--- src/rtl/writeback_arbiter_if.sv ---
// Writeback bus between producer units and the writeback arbiter.
//   master : producer side, drives per-source entries and observes the
//            register-file write, illegal-op event and retire counter.
//   slave  : arbiter side, accepts entries and drives the results.
// Per-source vectors are packed with source 0 in the LSBs.
interface writeback_arbiter_if #(
  parameter int unsigned NUM_SOURCES = 3,
  parameter int unsigned XLEN        = 32,
  parameter int unsigned REG_ADDR_W  = 5,
  parameter int unsigned COUNT_W     = 64
);
  localparam int unsigned SRC_W = $clog2(NUM_SOURCES);

  logic [NUM_SOURCES-1:0]            src_valid;
  logic [NUM_SOURCES-1:0]            src_ready;
  logic [NUM_SOURCES*REG_ADDR_W-1:0] src_dest;
  logic [NUM_SOURCES*XLEN-1:0]       src_data;
  logic [NUM_SOURCES-1:0]            src_wb_enable;
  logic [NUM_SOURCES-1:0]            src_illegal;
  logic                              rf_write_enable;
  logic [REG_ADDR_W-1:0]             rf_write_address;
  logic [XLEN-1:0]                   rf_write_data;
  logic                              illegal_pulse;
  logic [SRC_W-1:0]                  illegal_source;
  logic [COUNT_W-1:0]                retire_count;

  modport master (
    output src_valid, src_dest, src_data, src_wb_enable, src_illegal,
    input  src_ready, rf_write_enable, rf_write_address, rf_write_data,
           illegal_pulse, illegal_source, retire_count
  );

  modport slave (
    input  src_valid, src_dest, src_data, src_wb_enable, src_illegal,
    output src_ready, rf_write_enable, rf_write_address, rf_write_data,
           illegal_pulse, illegal_source, retire_count
  );
endinterface

--- src/rtl/writeback_arbiter.sv ---
// Multi-source writeback stage. Each producer owns a small FIFO; a
// round-robin arbiter drains one entry per cycle onto the single
// register-file write port, counts retired non-illegal entries and flags
// retired illegal entries.
// Ports:
//   clock  - rising-edge clock
//   reset  - synchronous active-low reset (priority over flush)
//   flush  - synchronous flush: empties FIFOs, drops pushes, cancels pop
//   wb     - writeback_arbiter_if slave: src_* entry inputs / src_ready,
//            registered rf_write_*, illegal_pulse/illegal_source, retire_count
module writeback_arbiter #(
  parameter int unsigned NUM_SOURCES = 3,
  parameter int unsigned XLEN        = 32,
  parameter int unsigned REG_ADDR_W  = 5,
  parameter int unsigned DEPTH       = 2,
  parameter int unsigned COUNT_W     = 64
) (
  input  logic               clock,
  input  logic               reset,
  input  logic               flush,
  writeback_arbiter_if.slave wb
);
  localparam int unsigned SRC_W = $clog2(NUM_SOURCES);
  localparam int unsigned IDX_W = $clog2(DEPTH);
  localparam int unsigned PTR_W = IDX_W + 1;
  localparam logic [PTR_W-1:0] DEPTH_P  = PTR_W'(DEPTH);
  localparam logic [SRC_W-1:0] LAST_SRC = SRC_W'(NUM_SOURCES - 1);

  typedef struct packed {
    logic [REG_ADDR_W-1:0] dest;
    logic [XLEN-1:0]       data;
    logic                  wb_enable;
    logic                  illegal;
  } entry_t;

  entry_t               mem_q    [NUM_SOURCES][DEPTH];
  entry_t               mem_d    [NUM_SOURCES][DEPTH];
  logic [PTR_W-1:0]     wr_ptr_q [NUM_SOURCES];
  logic [PTR_W-1:0]     wr_ptr_d [NUM_SOURCES];
  logic [PTR_W-1:0]     rd_ptr_q [NUM_SOURCES];
  logic [PTR_W-1:0]     rd_ptr_d [NUM_SOURCES];
  logic [PTR_W-1:0]     fifo_cnt [NUM_SOURCES];
  logic [NUM_SOURCES-1:0] src_ready;
  logic [NUM_SOURCES-1:0] not_empty;
  logic [NUM_SOURCES-1:0] push;

  logic [SRC_W-1:0]     rr_ptr_q, rr_ptr_d;
  logic [SRC_W-1:0]     grant, idx;
  logic                 found, pop;
  entry_t               head;

  logic                  rf_write_enable_q,  rf_write_enable_d;
  logic [REG_ADDR_W-1:0] rf_write_address_q, rf_write_address_d;
  logic [XLEN-1:0]       rf_write_data_q,    rf_write_data_d;
  logic                  illegal_pulse_q,    illegal_pulse_d;
  logic [SRC_W-1:0]      illegal_source_q,   illegal_source_d;
  logic [COUNT_W-1:0]    retire_count_q,     retire_count_d;

  // Pointers carry one extra wrap bit so full (count==DEPTH) and empty differ.
  always_comb begin : fifo_status
    for (int unsigned i = 0; i < NUM_SOURCES; i++) begin
      fifo_cnt[i]  = wr_ptr_q[i] - rd_ptr_q[i];
      src_ready[i] = fifo_cnt[i] < DEPTH_P;
      not_empty[i] = fifo_cnt[i] != '0;
      push[i]      = wb.src_valid[i] && src_ready[i];
    end
  end

  // First non-empty source at or after rr_ptr, wrapping modulo NUM_SOURCES.
  always_comb begin : arbiter
    found = 1'b0;
    grant = '0;
    idx   = '0;
    for (int unsigned k = 0; k < NUM_SOURCES; k++) begin
      idx = SRC_W'((32'(rr_ptr_q) + k) % NUM_SOURCES);
      if (!found && not_empty[idx]) begin
        found = 1'b1;
        grant = idx;
      end
    end
    pop  = found && !flush;
    head = mem_q[grant][rd_ptr_q[grant][IDX_W-1:0]];
  end

  always_comb begin : fifo_next
    mem_d    = mem_q;
    wr_ptr_d = wr_ptr_q;
    rd_ptr_d = rd_ptr_q;
    for (int unsigned i = 0; i < NUM_SOURCES; i++) begin
      if (flush) begin
        wr_ptr_d[i] = '0;
        rd_ptr_d[i] = '0;
      end else begin
        if (push[i]) begin
          mem_d[i][wr_ptr_q[i][IDX_W-1:0]].dest      = wb.src_dest[i*REG_ADDR_W +: REG_ADDR_W];
          mem_d[i][wr_ptr_q[i][IDX_W-1:0]].data      = wb.src_data[i*XLEN +: XLEN];
          mem_d[i][wr_ptr_q[i][IDX_W-1:0]].wb_enable = wb.src_wb_enable[i];
          mem_d[i][wr_ptr_q[i][IDX_W-1:0]].illegal   = wb.src_illegal[i];
          wr_ptr_d[i] = wr_ptr_q[i] + PTR_W'(1);
        end
        if (pop && (grant == SRC_W'(i))) begin
          rd_ptr_d[i] = rd_ptr_q[i] + PTR_W'(1);
        end
      end
    end
  end

  always_comb begin : out_next
    rr_ptr_d = rr_ptr_q;
    if (flush) begin
      rr_ptr_d = '0;
    end else if (found) begin
      rr_ptr_d = (grant == LAST_SRC) ? '0 : grant + SRC_W'(1);
    end
    rf_write_enable_d  = pop && head.wb_enable && !head.illegal && (head.dest != '0);
    rf_write_address_d = pop ? head.dest : rf_write_address_q;
    rf_write_data_d    = pop ? head.data : rf_write_data_q;
    illegal_pulse_d    = pop && head.illegal;
    illegal_source_d   = pop ? grant : illegal_source_q;
    retire_count_d     = (pop && !head.illegal) ? retire_count_q + COUNT_W'(1) : retire_count_q;
  end

  always_ff @(posedge clock) begin : state_reg
    if (!reset) begin
      wr_ptr_q           <= '{default: '0};
      rd_ptr_q           <= '{default: '0};
      rr_ptr_q           <= '0;
      rf_write_enable_q  <= 1'b0;
      rf_write_address_q <= '0;
      rf_write_data_q    <= '0;
      illegal_pulse_q    <= 1'b0;
      illegal_source_q   <= '0;
      retire_count_q     <= '0;
    end else begin
      wr_ptr_q           <= wr_ptr_d;
      rd_ptr_q           <= rd_ptr_d;
      rr_ptr_q           <= rr_ptr_d;
      rf_write_enable_q  <= rf_write_enable_d;
      rf_write_address_q <= rf_write_address_d;
      rf_write_data_q    <= rf_write_data_d;
      illegal_pulse_q    <= illegal_pulse_d;
      illegal_source_q   <= illegal_source_d;
      retire_count_q     <= retire_count_d;
    end
  end

  // Storage needs no reset: emptiness is tracked by the pointers alone.
  always_ff @(posedge clock) begin : storage
    mem_q <= mem_d;
  end

  assign wb.src_ready        = src_ready;
  assign wb.rf_write_enable  = rf_write_enable_q;
  assign wb.rf_write_address = rf_write_address_q;
  assign wb.rf_write_data    = rf_write_data_q;
  assign wb.illegal_pulse    = illegal_pulse_q;
  assign wb.illegal_source   = illegal_source_q;
  assign wb.retire_count     = retire_count_q;
endmodule

--- src/flat_wrapper.sv ---
// flat-port wrapper written by rule: the top's interface ports become plain ports
module writeback_arbiter_flat 
#(
  parameter int unsigned NUM_SOURCES = 3,
  parameter int unsigned XLEN        = 32,
  parameter int unsigned REG_ADDR_W  = 5,
  parameter int unsigned DEPTH       = 2,
  parameter int unsigned COUNT_W     = 64
)
  (clock, reset, flush, wb_src_valid, wb_src_dest, wb_src_data, wb_src_wb_enable, wb_src_illegal, wb_src_ready, wb_rf_write_enable, wb_rf_write_address, wb_rf_write_data, wb_illegal_pulse, wb_illegal_source, wb_retire_count);
  writeback_arbiter_if #(.NUM_SOURCES(NUM_SOURCES), .XLEN(XLEN), .REG_ADDR_W(REG_ADDR_W), .COUNT_W(COUNT_W)) wb_i ();
  input  logic clock;
  input  logic reset;
  input  logic flush;
  input wire logic [$bits(wb_i.src_valid)-1:0] wb_src_valid;
  input wire logic [$bits(wb_i.src_dest)-1:0] wb_src_dest;
  input wire logic [$bits(wb_i.src_data)-1:0] wb_src_data;
  input wire logic [$bits(wb_i.src_wb_enable)-1:0] wb_src_wb_enable;
  input wire logic [$bits(wb_i.src_illegal)-1:0] wb_src_illegal;
  output wire logic [$bits(wb_i.src_ready)-1:0] wb_src_ready;
  output wire logic [$bits(wb_i.rf_write_enable)-1:0] wb_rf_write_enable;
  output wire logic [$bits(wb_i.rf_write_address)-1:0] wb_rf_write_address;
  output wire logic [$bits(wb_i.rf_write_data)-1:0] wb_rf_write_data;
  output wire logic [$bits(wb_i.illegal_pulse)-1:0] wb_illegal_pulse;
  output wire logic [$bits(wb_i.illegal_source)-1:0] wb_illegal_source;
  output wire logic [$bits(wb_i.retire_count)-1:0] wb_retire_count;
  assign wb_i.src_valid = wb_src_valid;
  assign wb_i.src_dest = wb_src_dest;
  assign wb_i.src_data = wb_src_data;
  assign wb_i.src_wb_enable = wb_src_wb_enable;
  assign wb_i.src_illegal = wb_src_illegal;
  assign wb_src_ready = wb_i.src_ready;
  assign wb_rf_write_enable = wb_i.rf_write_enable;
  assign wb_rf_write_address = wb_i.rf_write_address;
  assign wb_rf_write_data = wb_i.rf_write_data;
  assign wb_illegal_pulse = wb_i.illegal_pulse;
  assign wb_illegal_source = wb_i.illegal_source;
  assign wb_retire_count = wb_i.retire_count;
  writeback_arbiter #(.NUM_SOURCES(NUM_SOURCES), .XLEN(XLEN), .REG_ADDR_W(REG_ADDR_W), .DEPTH(DEPTH), .COUNT_W(COUNT_W)) u_core (.clock(clock), .reset(reset), .flush(flush), .wb(wb_i));
endmodule
--- config.mk ---
export PLATFORM = sky130hd
export DESIGN_NAME = writeback_arbiter_flat
export DESIGN_NICKNAME = d
export VERILOG_FILES = /design/src/rtl/writeback_arbiter_if.sv /design/src/rtl/writeback_arbiter.sv /design/src/flat_wrapper.sv
export SDC_FILE = /design/constraint.sdc
export NUM_CORES = 1
export LEC_CHECK = 0
export CORE_MARGIN = 3
export CORE_UTILIZATION = 40
export DETAILED_ROUTE_END_ITERATION = 12
export GPL_ROUTABILITY_DRIVEN = 0
export PLACE_DENSITY = 0.72
export SLEW_MARGIN = 25
export SYNTH_ARGS = -nofsm -noshare
export SYNTH_HDL_FRONTEND = slang
export SYNTH_SLANG_ARGS = --single-unit
--- constraint.sdc ---
create_clock -name clock -period 5.8 [get_ports clock]
set_input_delay 1.74 -clock clock [delete_from_list [all_inputs] [get_ports clock]]
set_output_delay 1.74 -clock clock [all_outputs]
set_load 0.01 [all_outputs]
# Yosys cells after proc, flatten, opt, wreduce, memory -nomap -nowiden
# Index checks and enable logic that the tools add are counted.
# totals
elab_cells	164
mem_count	0
ff_bits	353
latch_bits	0
rom_bits	0
output_inout_bits	108
ram_bits	0
# op_classes
reduce_logical	30
n_eq_ne	2
n_mul	0
muxes	58
magnitude_cmp	14
shifts	0
div	3
addsub	13
bitwise	7
# op_table
operator	count
bitwise mux 78 bit	12
demux 39 bit (select 1 bit)	12
2-to-1 mux 39 bit	6
binary-select mux 78 bit (select 2 bit)	1
2-to-1 mux 78 bit	2
2-to-1 mux 34 bit	3
adder 64 x 1 -> 64 bit (second input constant)	1
remainder unit 32 x 2 -> 32 bit (second input constant)	2
remainder unit 2 x 2 -> 32 bit (second input constant)	1
logical AND 1 bit	17
adder 2 x 1 -> 2 bit (second input constant)	7
2-to-1 mux 2 bit	7
2-to-1 mux 1 bit	11
< comparator 2 x 3 -> 1 bit (second input constant)	3
greater-or-equal comparator 2 bit (second input constant)	4
inverter 1 -> 2 bit	4
binary-select mux 1 bit (select 2 bit)	3
< comparator 2 x 1 -> 1 bit (second input constant)	3
< comparator 2 bit (second input constant)	3
AND reduction 2 bit	3
nonzero test 2 bit	3
subtractor 2 bit	3
nonzero test 5 bit	1
binary-select mux 2 bit (select 2 bit)	1
other kinds (10)	14

# Longest topological paths before layout
# Gate-level depths: netlist (run 1).
# depth
depth_word	22
mapped_depth	14
ltp_nobuf	10

# Least setup slack after synthesis (run 1)
# OpenSTA, ideal clock, no wires.
# synth_timing
path_kind	input port to flip-flop
startpoint	in flush
endpoint	reg u_core.mem_q[0] (netlist name), enable pin
required_ns	5.316
path_slack_ns	0.676
arrival_ns	4.641
path_stages	2
setup_time_ns	0.484
path_cell_list	clkbuf_1 > nor3_1
# synth_between
elab_chain_cells	2
# synth_lines
item	line	source
from (decl)	flat_wrapper.sv:14	input logic flush;
inverter 1 bit (no line)	n/a	
AND reduction 2 bit (no line)	n/a	
to (signal assigned)	writeback_arbiter.sv:149	mem_q <= mem_d;
to (decl)	writeback_arbiter.sv:36	entry_t mem_q [NUM_SOURCES][DEPTH];
# Every way passes these cells.
# A chain may end at the register's enable or synchronous reset.

# Final worst setup path (run 1)
# layout_timing
startpoint	reg u_core.wr_ptr_q[2] (netlist name)
endpoint	out wb_src_ready[1]
# layout_between
elab_chain_cells	2
# layout_lines
item	line	source
from (decl)	writeback_arbiter.sv:38	logic [PTR_W-1:0] wr_ptr_q [NUM_SOURCES];
from (signal assigned)	writeback_arbiter.sv:135	wr_ptr_q <= wr_ptr_d;
subtractor 2 bit	writeback_arbiter.sv:62	fifo_cnt[i] = wr_ptr_q[i] - rd_ptr_q[i];
< comparator 2 bit	writeback_arbiter.sv:63	src_ready[i] = fifo_cnt[i] < DEPTH_P;
to (decl)	flat_wrapper.sv:20	output wire logic [$bits(wb_i.src_ready)-1:0] wb_src_ready;
# Every way passes these cells.

==> results of run 1 <==
[placed cells by master (no fill, tap or decap), types with 8 or more instances in the layout]
cell type / instances
clkdlybuf4s50_1: 230
and4_1: 9
clkbuf_16: 38
o21ai_0: 8
nand3_1: 41
xor2_1: 10
buf_4: 20
a22oi_1: 32
and2_1: 9
and3_1: 10
nand2_1: 116
o31ai_1: 49
mux2i_1: 12
a22o_1: 44
clkbuf_1: 12
or4_1: 52
a21oi_1: 106
nor2_1: 24
nand4_1: 14
dfxtp_1: 119
nand2b_1: 10
edfxtp_1: 234
a211oi_1: 32
a311o_1: 32
inv_1: 14
[metrics by stage]
| stage | area [um^2] | std cells |
|---|---|---|
| CTS | 18200 | 1826 |
| global placement | 17000 | 1756 |
| floorplan | 14200 | 1135 |
| global route | 18200 | 1826 |
| detailed placement | 17000 | 1756 |
| finish | 18200 | 1826 |
[synthesized netlist by cell type (2+ instances only)]
| cell type | number | area (um^2) |
|---|---|---|
| nor2b_1 | 4 | 25.0 |
| nand2_1 | 116 | 435 |
| o21ai_0 | 8 | 40.0 |
| edfxtp_1 | 234 | 7030 |
| a22oi_1 | 32 | 240 |
| mux2i_1 | 13 | 130 |
| and3_1 | 10 | 62.6 |
| nor3_1 | 10 | 50.1 |
| nand3_1 | 41 | 205 |
| o41ai_1 | 5 | 43.8 |
| a31oi_1 | 2 | 12.5 |
| nand2b_1 | 10 | 62.6 |
| nand4_1 | 14 | 87.6 |
| o211ai_1 | 2 | 15.0 |
| clkbuf_1 | 56 | 210 |
| a311o_1 | 32 | 320 |
| o31ai_1 | 49 | 368 |
| ha_1 | 6 | 75.1 |
| a22o_1 | 44 | 385 |
| o311ai_1 | 5 | 43.8 |
| xnor2_1 | 6 | 52.6 |
| a211oi_1 | 32 | 240 |
| or4_1 | 52 | 390 |
| buf_2 | 20 | 100 |
| nor2_1 | 25 | 93.8 |
| dfxtp_1 | 119 | 2380 |
| nor4_1 | 6 | 37.5 |
| and4_1 | 9 | 78.8 |
| a21oi_1 | 106 | 531 |
| xor2_1 | 10 | 87.6 |
| buf_1 | 9 | 33.8 |
| inv_1 | 15 | 56.3 |
| and2_1 | 9 | 56.3 |
| or3_1 | 5 | 31.3 |
[critical path, cell delays in order, from the launching register on]
cell and delay, ps:
dfxtp_1 430, inv_1 130, ha_1 200, xor2_1 280, clkdlybuf4s50_1 610
[per-layer routing]
metal | vias up | global-route usage
li1 | 4884 | -
met1 | 5165 | 0.251
met2 | 397 | 0.321
met3 | 76 | 0.0595
met4 | 10 | 0.0569
met5 | - | 0
[layout make-up]
| class | instances | area share |
|---|---|---|
| Clock buffer | 53 | 0.0571 |
| Clock inverter | 17 | 0.00716 |
| Inverter | 15 | 0.00317 |
| Multi-Input combinational cell | 681 | 0.247 |
| Sequential cell | 353 | 0.518 |
| Tap cell | 455 | 0.0313 |
| Timing Repair Buffer | 252 | 0.137 |
[worst max path at each step]
stage,start,endpoint,slack (ps),depth (start not counted)
3_5_place_dp,flush,u_core.wb.retire_count[61],1420,6
6_report,u_core.wr_ptr_q[2],wb_src_ready[1],1880,4
2_1_floorplan,flush,u_core.mem_q[0],680,2
3_3_place_gp,flush,u_core.wb.retire_count[57],1460,6
5_1_grt,u_core.wr_ptr_q[0],wb_src_ready[2],1770,4
4_1_cts,u_core.wr_ptr_q[0],wb_src_ready[2],1850,4
[cells by family after synthesis]
family	count (synthesis)	share of synthesized area
compound gates	326	0.165
xor+xnor	18	0.0129
fa+ha+maj	7	0.00597
buf+inv	101	0.0286
flops	353	0.661
mux	14	0.00993
simple gates	316	0.117
[sequential cells by signal (all words and copies together), names as in the netlist]
signal                      cells
u_core.wb.rf_write_enable       1
u_core.wr_ptr_q                 6
u_core.wb.illegal_source        2
u_core.rd_ptr_q                 6
u_core.mem_q                  234
u_core.wb.illegal_pulse         1
u_core.rr_ptr_q                 2
u_core.wb.rf_write_data        32
u_core.wb.retire_count         64
u_core.wb.rf_write_address      5
[power by group through the flow]
stage	sequential [mW]	combinational (mW)	clock, mW
CTS	2.81	0.651	2.33
floorplan	2.87	0.352	0
detailed placement	2.86	0.645	0
finish	2.81	0.647	2.28
global route	2.82	0.703	2.43
global placement	2.86	0.631	0
==> results.toml, run 1 <==
[pwr]
powerDensity_nw_per_um2 = 316
p_seq_frac = 0.490
p_clk_frac = 0.397
p_switching_mw = 1.40
switching_share = 0.245
combinationalPowerShare = 0.113
intPower_mw = 4.33
power_mw = 5.74
ir_drop_mv = 0.257
p_leak_nw = 5.74

[drt]
ant_nets = 0
dr_wl_met3_um = 3570
drt_iter0_drc = 747
highest_layer = "met5"
drt-pass1-iter-count = 5
wl_per_cell_um = 21.0
vias_per_cell = 5.77
dr_total_vias = 10532
route.layer.met1.wl_um = 15700
route.detailed.drc = 0
routed_wl_um = 38400
wl_met2_um = 18100

[cells_and_area]
antennaDiodeCount = 0
fin_util = 0.522
drive_above_1_share = 0.0693
fillers = 2961
fin_nets = 1470
multi_input_area_um2 = 4490
area.sequential_um2 = 9410
areaGrowthSynthToFinish_pct = 27.7

[hold_path]
hold_depth = 2
hp-start = "u_core.wb.rf_write_address[3]"
hold_path_class = "flop to flop"
min_to = "u_core.wb.rf_write_address[3]"

[synth]
syn_avg_cell_area_um2 = 12.5
synth-async-reset-ratio = 0
synth-edff-count = 234
netlist_area_um2 = 14200
ys_seq_area_frac = 0.661
yosys_warnings = 0
synthesis.nets = 1264
yosys_register_bits = 353
synth_cell_types = 53
ys.flop_type = "edfxtp_1"
syn_inst = 1135

[setup_path]
crit_fanout = 5
r2r-end = "u_core.wb.rf_write_data[15]"
criticalPathCategory = "flop to primary output"
reg2reg_depth = 12
cp-start-kind = "flop"
worstPathRequired_ps = 4060
worstSetupEndpointType = "primary output"
reg2reg_from = "u_core.rr_ptr_q[0]"
r2r_slack_ps = 2030
arrival_ps = 2180

[floorplan]
core_um2 = 34800
initial_utilization = 0.409
row_count = 68
die_y_um = 195
pin_count = 231
dieArea_um2 = 37900
die_x_um = 195

[sta]
finalHoldViolCount = 0
period_minus_slack_ps = 3920
tightest_slew_ps = 875
timing.hold.ws_ps = 453
finalSetupTns_ps = 0
slew_viol_final = 0
slew-limit-headroom = 0.417
rsz0062_at_grt = "false"
fin_crit_sh = 0.675
setup_ws_ps = 1880
skew_ps = 20.7
fmax_ghz = 0.255
setup_violations = 0

[status]
status = "finished clean"

[clocking]
cts_setup_buffers = 0
cts_resized = 0
cts_buffers = 38
cts-root-buf = "clkbuf_16"
htree_levels = 2
clk_pin_slew_ps = 60
hold_buffers = 0
cts_sinks = 353
worstSkewPairLatency_ps = 540
cts_buffer_depth = 3
tritoncts = "done"

[place]
pre_cts_ws_ps = 1420
place_hpwl_um = 23300
placement.io_buffers = 230

[run]
maxCapViolCount = 0

[global_routing]
grt_util_all_layers = 0.196
grt_pass1_vias = 10498
overflow = 0
grt_antenna_before_repair = 5
grt_pass1_wl_um = 59000
grt_start_max_net_pins = 154
(Power assumes the default switching activity.)
==> inputs of run 2 (changes only) <==
- clock period: 5.8 -> 4 ns (I/O delays scaled with it)
==> run 2 against run 1 <==
  * Worst setup slack lost 1400 ps
  * Final area is 1.4% higher
  * Critical path depth rose by 6
  * Largest power group unchanged
  * Critical path type is now flop to flop
  * Largest cell class unchanged
==> results.toml, run 2 (synthesis gave the netlist of run 1 again) <==
[pwr]
ir_drop_mv = 0.390
p_leak_nw = 5.86
powerDensity_nw_per_um2 = 470

[floorplan]
core_um2 = 34800
die_y_um = 195
dieArea_um2 = 37900
die_x_um = 195
pin_count = 231
row_count = 68
initial_utilization = 0.409

[drt]
drt_iter0_drc = 868
drt-pass1-iter-count = 5
ant_nets = 0
dr_total_vias = 10551
routed_wl_um = 38300
route.detailed.drc = 0
vias_per_cell = 5.76
wl_per_cell_um = 20.9

[cells_and_area]
areaGrowthSynthToFinish_pct = 29.4
final_common_cell = "edfxtp_1"
largest-register = "u_core.mem_q"
fillers = 2868
final_cell_mix = "edfxtp_1, clkdlybuf4s50_1, dfxtp_1"
stdcell_area_um2 = 18400
drive_above_1_share = 0.0757
largest_register_ffs = 234
fin_nets = 1472
fin_cells = 1832

[sta]
period_minus_slack_ps = 3520
setup_ws_ps = 484
fmax_ghz = 0.284
finalSetupTns_ps = 0
finalHoldViolCount = 0
skew_ps = 23.9
fin_crit_sh = 0.879
tightest_slew_ps = 879
rsz0062_at_grt = "false"
slew-limit-headroom = 0.414
setup_violations = 0
slew_viol_final = 0

[global_routing]
gr-usage-met1 = 0.248
grt_antenna_before_repair = 7
grt_use_met2 = 0.332
grt_start_max_net_pins = 154
grt_util_all_layers = 0.195
grt_pass1_vias = 10499
grt_pass1_wl_um = 58900
top_usage_layer = "met2"
met3_usage = 0.0525
overflow = 0

[setup_path]
cp-start-kind = "flop"
worstSetupEndpointType = "flop"
worstPathRequired_ps = 4410
crit_slowest_cell = "a2111oi_4"
slowest_delay_ps = 720
arrival_ps = 3930
crit_fanout = 30
crit_chain = "inv_1 -> ha_1 -> a31oi_1 -> a2111oi_4 -> nor2_4 -> buf_4 -> a21oi_1 -> mux2i_1 -> or4_1 -> o2111a_1"
criticalPathCategory = "flop to flop"

[place]
pre_cts_ws_ps = 357
post_dp_cell_area_um2 = 17100
placement.io_buffers = 230
dpl.cell_count = 1757
place_hpwl_um = 23800

[clocking]
cts_buffer_depth = 3
cts_buffers = 39
cts-root-buf = "clkbuf_16"
cts_setup_buffers = 0
htree_levels = 2
cts_resized = 0
clk_pin_slew_ps = 60
hold_buffers = 0
tritoncts = "done"
worstSkewPairLatency_ps = 540
cts_sinks = 353

[status]
status = "finished clean"

[run]
maxCapViolCount = 0

[hold_path]
hold_path_class = "flop to flop"
==> run 2: changes by cell type in the layout (fill, tap and decap cells not counted) <==
cell / delta
buf_12: +7
buf_4: -5
buf_6: -1
bufinv_16: +3
clkbuf_1: -5
clkbuf_16: +2
clkinv_1: -1
clkinv_16: +1
clkinv_2: +4
clkinv_4: +1
clkinvlp_4: -3
diode_2: +3
==> run 2: worst paths after layout <==
check | cells past startpoint | to | from | slack, ps
worst max-delay path | 10 | u_core.wb.rf_write_enable | u_core.wr_ptr_q[0] | 480
worst min-delay path | 2 | u_core.wb.rf_write_address[4] | u_core.wb.rf_write_address[4] | 450
worst min register to register | 2 | u_core.wb.rf_write_address[4] | u_core.wb.rf_write_address[4] | 450
worst max register to register | 10 | u_core.wb.rf_write_enable | u_core.wr_ptr_q[0] | 480
==> run 2: critical path: cells and delay by family (launching register included) <==
kind	cells	cell delay, ps
DFF	1	410
buffers and inverters	2	410
adders and majority gates	1	390
AOI/OAI and AO/OA	4	1330
and+or+nand+nor	2	740
muxes	1	100
==> run 2: area by class of cell <==
class,count,area [um^2],area share
multi-input combinational,681,4490,0.244
inverter,15,57.6,0.00312
timing repair buffer,253,2570,0.140
tap,455,569,0.0309
sequential,353,9410,0.510
clock inverter,22,253,0.0137
clock buffer,50,1070,0.0580
antenna,3,7.51,0.000407
==> run 2: power breakdown <==
| group | switching, mW | total (mW) | internal [mW] |
|---|---|---|---|
| Combinational | 0.557 | 0.940 | 0.383 |
| Sequential | 0.0546 | 4.08 | 4.02 |
| Clock | 1.48 | 3.65 | 2.17 |
==> run 2: per-stage QoR <==
stage	utilization	total power, mW	hold slack (ps)
after global placement	0.491	5.07	446
after global routing	0.530	8.98	475
after floorplan	-	4.67	478
after CTS	0.529	8.73	456
after detailed placement	0.491	5.09	448
final	0.530	8.67	454
==> run 2: metal layers <==
layer | share of wire | routed length [um]
met3 | 0.090 | 3430
met5 | 0.0017 | 66
met1 | 0.41 | 15600
met2 | 0.48 | 18400
met4 | 0.021 | 810
